### config.mk
export PLATFORM = sky130hd
export DESIGN_NAME = dmem_byte_ctrl_flat
export DESIGN_NICKNAME = d
export VERILOG_FILES = /design/src/rtl/dmem_pkg.sv /design/src/rtl/dmem_byte_ctrl_if.sv /design/src/rtl/dmem_next_lane.sv /design/src/rtl/dmem_byte_ctrl.sv /design/src/flat_wrapper.sv
export SDC_FILE = /design/constraint.sdc
export NUM_CORES = 1
export LEC_CHECK = 0
export CAP_MARGIN = 20
export CORE_ASPECT_RATIO = 1.4
export CORE_MARGIN = 2
export CORE_UTILIZATION = 49
export DETAILED_ROUTE_END_ITERATION = 6
export PLACE_DENSITY = 0.92
export SETUP_SLACK_MARGIN = 0.3
export SYNTH_ARGS = -nofsm -noshare
export SYNTH_HDL_FRONTEND = slang
export SYNTH_SLANG_ARGS = --single-unit
### constraint.sdc
create_clock -name clk -period 5.65 [get_ports clk]
set_clock_uncertainty 0.15 [all_clocks]
set_input_delay 1.13 -clock clk [delete_from_list [all_inputs] [get_ports clk]]
set_output_delay 1.13 -clock clk [all_outputs]
set_load 0.02 [all_outputs]
### src/rtl/dmem_pkg.sv
// Shared definitions for the byte-serializing data-memory controller:
// FSM state codes, lane geometry and the list of legal byte-select masks
// (the list is only consulted when DMEM_SEL_CHK_EN is defined).
package dmem_pkg;

    localparam int LANES  = 4;
    localparam int LANE_W = 8;

    typedef logic [1:0] state_t;

    localparam state_t ST_IDLE   = 2'd0;
    localparam state_t ST_ACCESS = 2'd1;
    localparam state_t ST_DONE   = 2'd2;

    // Legal masks: single bytes, aligned halfwords and the full word.
    localparam int N_LEGAL_SEL = 7;
    localparam logic [N_LEGAL_SEL*LANES-1:0] LEGAL_SEL_LIST = {
        4'b0001, 4'b0010, 4'b0100, 4'b1000,
        4'b0011, 4'b1100, 4'b1111
    };

    function automatic logic sel_is_legal(input logic [LANES-1:0] sel);
        logic ok;
        ok = 1'b0;
        for (int i = 0; i < N_LEGAL_SEL; i++) begin
            if (LEGAL_SEL_LIST[i*LANES +: LANES] == sel) begin
                ok = 1'b1;
            end
        end
        return ok;
    endfunction

endpackage

### src/rtl/dmem_byte_ctrl_if.sv
// MEM-stage request/response bundle between the pipeline (master) and the
// data-memory controller (slave).
interface dmem_byte_ctrl_if;
    import dmem_pkg::*;

    logic              mem_ce_i;
    logic              mem_we_i;
    logic [31:0]       mem_addr_i;
    logic [LANES-1:0]  mem_sel_i;
    logic [31:0]       mem_data_i;
    logic [31:0]       mem_data_o;
    logic              stall_o;

    modport master (
        output mem_ce_i, mem_we_i, mem_addr_i, mem_sel_i, mem_data_i,
        input  mem_data_o, stall_o
    );

    modport slave (
        input  mem_ce_i, mem_we_i, mem_addr_i, mem_sel_i, mem_data_i,
        output mem_data_o, stall_o
    );

endinterface

### src/rtl/dmem_next_lane.sv
// Finds the next enabled byte lane in a select mask. With inclusive=1 the
// current lane itself qualifies, which lets the same block pick the first
// lane of a request (current lane 0) as well as step through the rest.
module dmem_next_lane
    import dmem_pkg::*;
(
    input  logic [LANES-1:0] sel,
    input  logic [1:0]       lane,
    input  logic             inclusive,
    output logic [1:0]       next_lane,
    output logic             none_left
);

    // Scan from the top down so the lowest qualifying lane wins.
    always_comb begin
        next_lane = '0;
        none_left = 1'b1;
        for (int i = LANES - 1; i >= 0; i--) begin
            if (sel[i] && ((i > int'(lane)) || (inclusive && (i == int'(lane))))) begin
                next_lane = 2'(i);
                none_left = 1'b0;
            end
        end
    end

endmodule

### src/rtl/dmem_byte_ctrl.sv
// Data-memory responder: takes a 32-bit byte-select request from the MEM
// stage and serializes it into byte accesses on an 8-bit external bus,
// stalling the pipeline until the last byte is done. Read bytes are
// returned in their original lane positions during a single DONE cycle.
// Optional build macro DMEM_SEL_CHK_EN rejects irregular select masks and
// adds the sticky sel_err_o flag.
module dmem_byte_ctrl
    import dmem_pkg::*;
#(
    parameter int EXT_AW      = 17,
    parameter int WAIT_CYCLES = 1
) (
    input  logic              clk,
    input  logic              rst,
    dmem_byte_ctrl_if.slave   bus,
    output logic [EXT_AW-1:0] ext_addr_o,
    output logic [7:0]        ext_wdata_o,
    input  logic [7:0]        ext_rdata_i,
    output logic              ext_en_o,
    output logic              ext_we_o
`ifdef DMEM_SEL_CHK_EN
    ,
    output logic              sel_err_o
`endif
);

    localparam int WCW = (WAIT_CYCLES > 0) ? $clog2(WAIT_CYCLES + 1) : 1;
    localparam logic [WCW-1:0] WAIT_LAST = WCW'(WAIT_CYCLES);

    state_t              state;
    logic                cap_we;
    logic [EXT_AW-3:0]   cap_addr;
    logic [LANES-1:0]    cap_sel;
    logic [31:0]         cap_wdata;
    logic [31:0]         rdata;
    logic [WCW-1:0]      wait_cnt;
    logic [1:0]          lane;

    logic [LANES-1:0]    scan_sel;
    logic [1:0]          scan_lane;
    logic                scan_first;
    logic [1:0]          nxt_lane;
    logic                nxt_none;
    logic                sel_bad;
    logic                in_access;
    logic                unused_addr_bits;

    // Only the word-aligned part of the external address is captured; the
    // lane index supplies the low two bits.
    assign unused_addr_bits = ^{bus.mem_addr_i[31:EXT_AW], bus.mem_addr_i[1:0]};

    // In IDLE the scan looks at the incoming mask from lane 0 inclusive;
    // during ACCESS it steps through the captured mask above the current lane.
    assign scan_first = (state == ST_IDLE);
    assign scan_sel   = scan_first ? bus.mem_sel_i : cap_sel;
    assign scan_lane  = scan_first ? 2'd0 : lane;

    dmem_next_lane u_next_lane (
        .sel       (scan_sel),
        .lane      (scan_lane),
        .inclusive (scan_first),
        .next_lane (nxt_lane),
        .none_left (nxt_none)
    );

`ifdef DMEM_SEL_CHK_EN
    assign sel_bad = ~sel_is_legal(bus.mem_sel_i);
`else
    assign sel_bad = 1'b0;
`endif

    // Main sequencer: capture in IDLE, walk the selected lanes in ACCESS,
    // then present the result for exactly one DONE cycle.
    always_ff @(posedge clk) begin
        if (rst) begin
            state     <= ST_IDLE;
            cap_we    <= 1'b0;
            cap_addr  <= '0;
            cap_sel   <= '0;
            cap_wdata <= '0;
            rdata     <= '0;
            wait_cnt  <= '0;
            lane      <= '0;
        end else begin
            case (state)
                ST_IDLE: begin
                    if (bus.mem_ce_i) begin
                        cap_we    <= bus.mem_we_i;
                        cap_addr  <= bus.mem_addr_i[EXT_AW-1:2];
                        cap_sel   <= bus.mem_sel_i;
                        cap_wdata <= bus.mem_data_i;
                        rdata     <= '0;
                        wait_cnt  <= '0;
                        if (sel_bad || nxt_none) begin
                            state <= ST_DONE;
                        end else begin
                            lane  <= nxt_lane;
                            state <= ST_ACCESS;
                        end
                    end
                end
                ST_ACCESS: begin
                    if (wait_cnt == WAIT_LAST) begin
                        wait_cnt <= '0;
                        if (!cap_we) begin
                            rdata[lane*LANE_W +: LANE_W] <= ext_rdata_i;
                        end
                        if (nxt_none) begin
                            state <= ST_DONE;
                        end else begin
                            lane <= nxt_lane;
                        end
                    end else begin
                        wait_cnt <= wait_cnt + WCW'(1);
                    end
                end
                ST_DONE: begin
                    state <= ST_IDLE;
                end
                default: begin
                    state <= ST_IDLE;
                end
            endcase
        end
    end

`ifdef DMEM_SEL_CHK_EN
    // Sticky flag recording that an irregular select mask was ever presented.
    always_ff @(posedge clk) begin
        if (rst) begin
            sel_err_o <= 1'b0;
        end else if (state == ST_IDLE && bus.mem_ce_i && sel_bad) begin
            sel_err_o <= 1'b1;
        end
    end
`endif

    // External bus is driven only while a byte access is in progress so that
    // every output rests at zero outside ACCESS.
    assign in_access   = (state == ST_ACCESS);
    assign ext_en_o    = in_access;
    assign ext_we_o    = in_access & cap_we;
    assign ext_addr_o  = in_access ? {cap_addr, lane} : '0;
    assign ext_wdata_o = in_access ? cap_wdata[lane*LANE_W +: LANE_W] : '0;

    // Pipeline side: stall until DONE; load data is visible only in DONE.
    assign bus.stall_o    = bus.mem_ce_i & (state != ST_DONE) & ~rst;
    assign bus.mem_data_o = ((state == ST_DONE) && !cap_we) ? rdata : '0;

endmodule
### src/flat_wrapper.sv
// flat-port wrapper written by rule: the top's interface ports become plain ports
module dmem_byte_ctrl_flat import dmem_pkg::*;
#(
    parameter int EXT_AW      = 17,
    parameter int WAIT_CYCLES = 1
)
  (clk, rst, ext_addr_o, ext_wdata_o, ext_rdata_i, ext_en_o, ext_we_o, bus_mem_ce_i, bus_mem_we_i, bus_mem_addr_i, bus_mem_sel_i, bus_mem_data_i, bus_mem_data_o, bus_stall_o);
  dmem_byte_ctrl_if bus_i ();
  input  logic clk;
  input  logic rst;
  output logic [EXT_AW-1:0] ext_addr_o;
  output logic [7:0] ext_wdata_o;
  input  logic [7:0] ext_rdata_i;
  output logic ext_en_o;
  output logic ext_we_o;
  input wire logic [$bits(bus_i.mem_ce_i)-1:0] bus_mem_ce_i;
  input wire logic [$bits(bus_i.mem_we_i)-1:0] bus_mem_we_i;
  input wire logic [$bits(bus_i.mem_addr_i)-1:0] bus_mem_addr_i;
  input wire logic [$bits(bus_i.mem_sel_i)-1:0] bus_mem_sel_i;
  input wire logic [$bits(bus_i.mem_data_i)-1:0] bus_mem_data_i;
  output wire logic [$bits(bus_i.mem_data_o)-1:0] bus_mem_data_o;
  output wire logic [$bits(bus_i.stall_o)-1:0] bus_stall_o;
  assign bus_i.mem_ce_i = bus_mem_ce_i;
  assign bus_i.mem_we_i = bus_mem_we_i;
  assign bus_i.mem_addr_i = bus_mem_addr_i;
  assign bus_i.mem_sel_i = bus_mem_sel_i;
  assign bus_i.mem_data_i = bus_mem_data_i;
  assign bus_mem_data_o = bus_i.mem_data_o;
  assign bus_stall_o = bus_i.stall_o;
  dmem_byte_ctrl #(.EXT_AW(EXT_AW), .WAIT_CYCLES(WAIT_CYCLES)) u_core (.clk(clk), .rst(rst), .bus(bus_i), .ext_addr_o(ext_addr_o), .ext_wdata_o(ext_wdata_o), .ext_rdata_i(ext_rdata_i), .ext_en_o(ext_en_o), .ext_we_o(ext_we_o));
endmodule
==> summary.txt <==
Drt
  – Drt total wl: roughly 11 mm
  – Vias per Instance: around 5.5
  – Uppermost layer routed: met4
  – DR vias: 3649
  – Initial DRC Count: 208
  – Routed WL per cell: 16.1 µm
  – Routed met3 length: 637 µm
  – Total iterations of the first detailed-routing run: 5
  – Routed wire length on met2: 5.68 mm
  – Remaining antenna violation count after routing: 0
  – Wl on met1: approximately 4.0 mm
  – Post-route DRC: 0

Final layout
  – Synthesis-to-finish area growth: 36.0%
  – Area of the multi-input gates: 0.00209 mm²
  – Fillers: 653
  – Sequential standard cell area: 0.00176 mm²
  – ANT cells: 0
  – Share of post-route cells with drive strength above 1: 0.100
  – Commonest non-fill, non-tap cell in the layout: clkdlybuf4s50_1
  – Finished Layout Cells: 660
  – Nets: 638
  – Commonest cells after routing, fill and taps aside: 121 x clkdlybuf4s50_1, 104 x nand2_1, 88 x dfxtp_1

Floorplanning
  – # rows: 39
  – Die extent in x: 80.9 µm
  – DIE AREA: 0.00903 mm²
  – Initial Util: 0.501
  – Ports: 140
  – Placeable Area: 0.00810 mm²
  – Die Ht: 112 µm

Hold path
  – Min-Delay Endpoint: u_core.cap_addr[11]
  – Hold path startpoint: u_core.cap_addr[11]
  – Hold depth: 2
  – Worst Hold Class: reg -> reg

Logic synthesis
  – Synthesized area: 0.00406 mm²
  – Simple-gate portion of the synthesized area: 0.276
  – Syn. warnings: 0
  – Main combinational cell family by area after synthesis: simple AND/OR/NAND/NOR gates
  – Synth cell types: 48
  – Register bit total from synthesis: 88
  – Fraction of synthesized cell area in xor and xnor cells: 0.00216
  – Synth Area in Compound Gates: 0.180
  – Mux cell area share after synthesis: 0.0444
  – Most used DFF post-synth: dfxtp_1
  – Post-Synth Adder-Cell Area: 0.0123
  – Async S/R FF share, synth: 0
  – Syn_nets: between 500 and 600
  – Cells after synthesis: 449
  – Syn Area/Cell: 9.03 µm²
  – Post-synth EDFFs: 0
  – Sequential area share after synthesis: 0.434

STA
  – Rel. slew slack: 0.391
  – Max frequency: 259 MHz
  – Tmin final: roughly 3.9 ns
  – Total negative slack: 0 ns
  – Slew Viols, Final: 0
  – Final-report setup violation count: 0
  – Fin crit share: 0.683
  – RSZ-0062 raised after global routing: no
  – Final Hold Fails: 0
  – WHS: between 0.2 and 0.3 ns
  – Worst-margin pin slew: 0.912 ns

Clocking
  – Sink Count: 88
  – Cts-stage hold buffer count: 0
  – Setup bufs post-CTS: 0
  – CTS max path bufs: 2
  – Worst-skew pair later-pin latency: 0.33 ns
  – CTS H-tree depth: 3
  – Clk root buf: clkbuf_16
  – Worst-path clk slew: approximately 0.060 ns
  – Cts repair resizes: 0
  – TritonCTS clock tree: yes
  – CTS Buf Count: 9

Pwr
  – Pwr Total: 1.57 mW
  – Cell Pwr Density: 285 mW/mm²
  – Pleak: just over 2 nW
  – Peak supply drop: ~210 µV

Worst setup path
  – WP data required: about 4.4 ns
  – FF-to-FF End: u_core.rdata[23]
  – R2r setup slk: 2.70 ns
  – Critical path type: reg -> out
  – Data arrival, critical path: around 2.6 ns
  – Reg2reg path depth: 5
  – Crit. End Element: output port
  – Worst reg2reg path startpoint: u_core.lane[0]
  – Nature of the critical path startpoint: register
  – CP Max Fanout: 15

Outcome
  – Status: finished, final reports clean

Place
  – Placed Instances: 645
  – IO buf count: 122
  – Post-DP HPWL: roughly 7.6 mm
  – GP Congestion: about 0.84

Global route
  – Gr ovfl total: 0
  – Tot GR Track Use: 0.242
  – Global-route wire length before repair: 17.2 mm
  – Vias in the first global route: approximately 3700
  – Antenna violations before repair: 0
  – Largest net degree at the start of global routing: slightly below 80

Run
  – Maxcap violations: 0
## stage by stage
stage	instance area [µm²]	utilization	setup WS, ns
floorplan	4060	-	2.19
global placement	5250	0.648	1.85
detailed placement	5250	0.648	1.85
CTS	5510	0.681	1.76
global route	5510	0.681	1.65
finish	5510	0.681	1.79
## flip-flops by register name, indices dropped and copies added (netlist names)
signal            cells
u_core.cap_wdata     32
u_core.rdata         32
u_core.cap_addr      15
u_core.cap_sel        3
u_core.lane           2
u_core.state          2
u_core.cap_we         1
u_core.wait_cnt       1
## worst max-delay path, cell delays in order, from the launching register on
cell             delay, ns
dfxtp_1               0.92
mux4_2                0.59
and2_1                0.18
clkdlybuf4s50_1       0.55
## cell type report
class | instances | area share
Clock buffer | 10 | 0.0415
Clock inverter | 5 | 0.00635
Inverter | 6 | 0.00408
Multi-Input combinational cell | 323 | 0.379
Sequential cell | 88 | 0.319
Tap cell | 102 | 0.0231
Timing Repair Buffer | 126 | 0.226
## cells by family after synthesis
logic type | count (synthesis)
buf+inv | 38
fa+ha+maj | 4
flops | 88
mux | 8
compound gates | 101
simple gates | 209
xor+xnor | 1
## Yosys cell counts (all sizes together) (2+ instances only)
library cell	instances	area share
a2111oi	2	0.010
a21o	2	0.0037
a21oi	54	0.067
a221oi	2	0.013
a22o	16	0.035
a31o	17	0.037
and2	56	0.086
and2b	2	0.0040
buf	15	0.027
clkbuf	17	0.018
dfxtp	88	0.43
ha	4	0.012
inv	6	0.0056
mux4	8	0.044
nand2	104	0.096
nand2b	4	0.0080
nor2	10	0.011
nor2b	2	0.0031
nor3	7	0.014
nor3b	17	0.031
## worst max-delay path by stage
| stage | start | end | slack (ns) | cells after the start |
|---|---|---|---|---|
| final | u_core.lane[0] | ext_wdata_o[4] | 1.79 | 3 |
| after global routing | u_core.lane[0] | ext_wdata_o[1] | 1.65 | 3 |
| after CTS | u_core.lane[0] | ext_wdata_o[4] | 1.76 | 3 |
| after detailed placement | bus_mem_ce_i | bus_stall_o | 1.85 | 3 |
| after global placement | bus_mem_ce_i | bus_stall_o | 1.85 | 3 |
| after floorplan | rst | bus_stall_o | 2.19 | 4 |
## per-layer routing
layer  GRT usage  vias to the layer above
met5           0                        -
met2       0.428                      168
met4       0.122                        0
met3      0.0454                       33
met1       0.270                     1698
li1            -                     1750
## report_power, final
part	switching [mW]	internal, mW
sequential	0.0468	0.663
clock	0.241	0.295
combinational	0.182	0.145
total	0.470	1.10
Note: power is estimated with default switching activity, not from simulation.
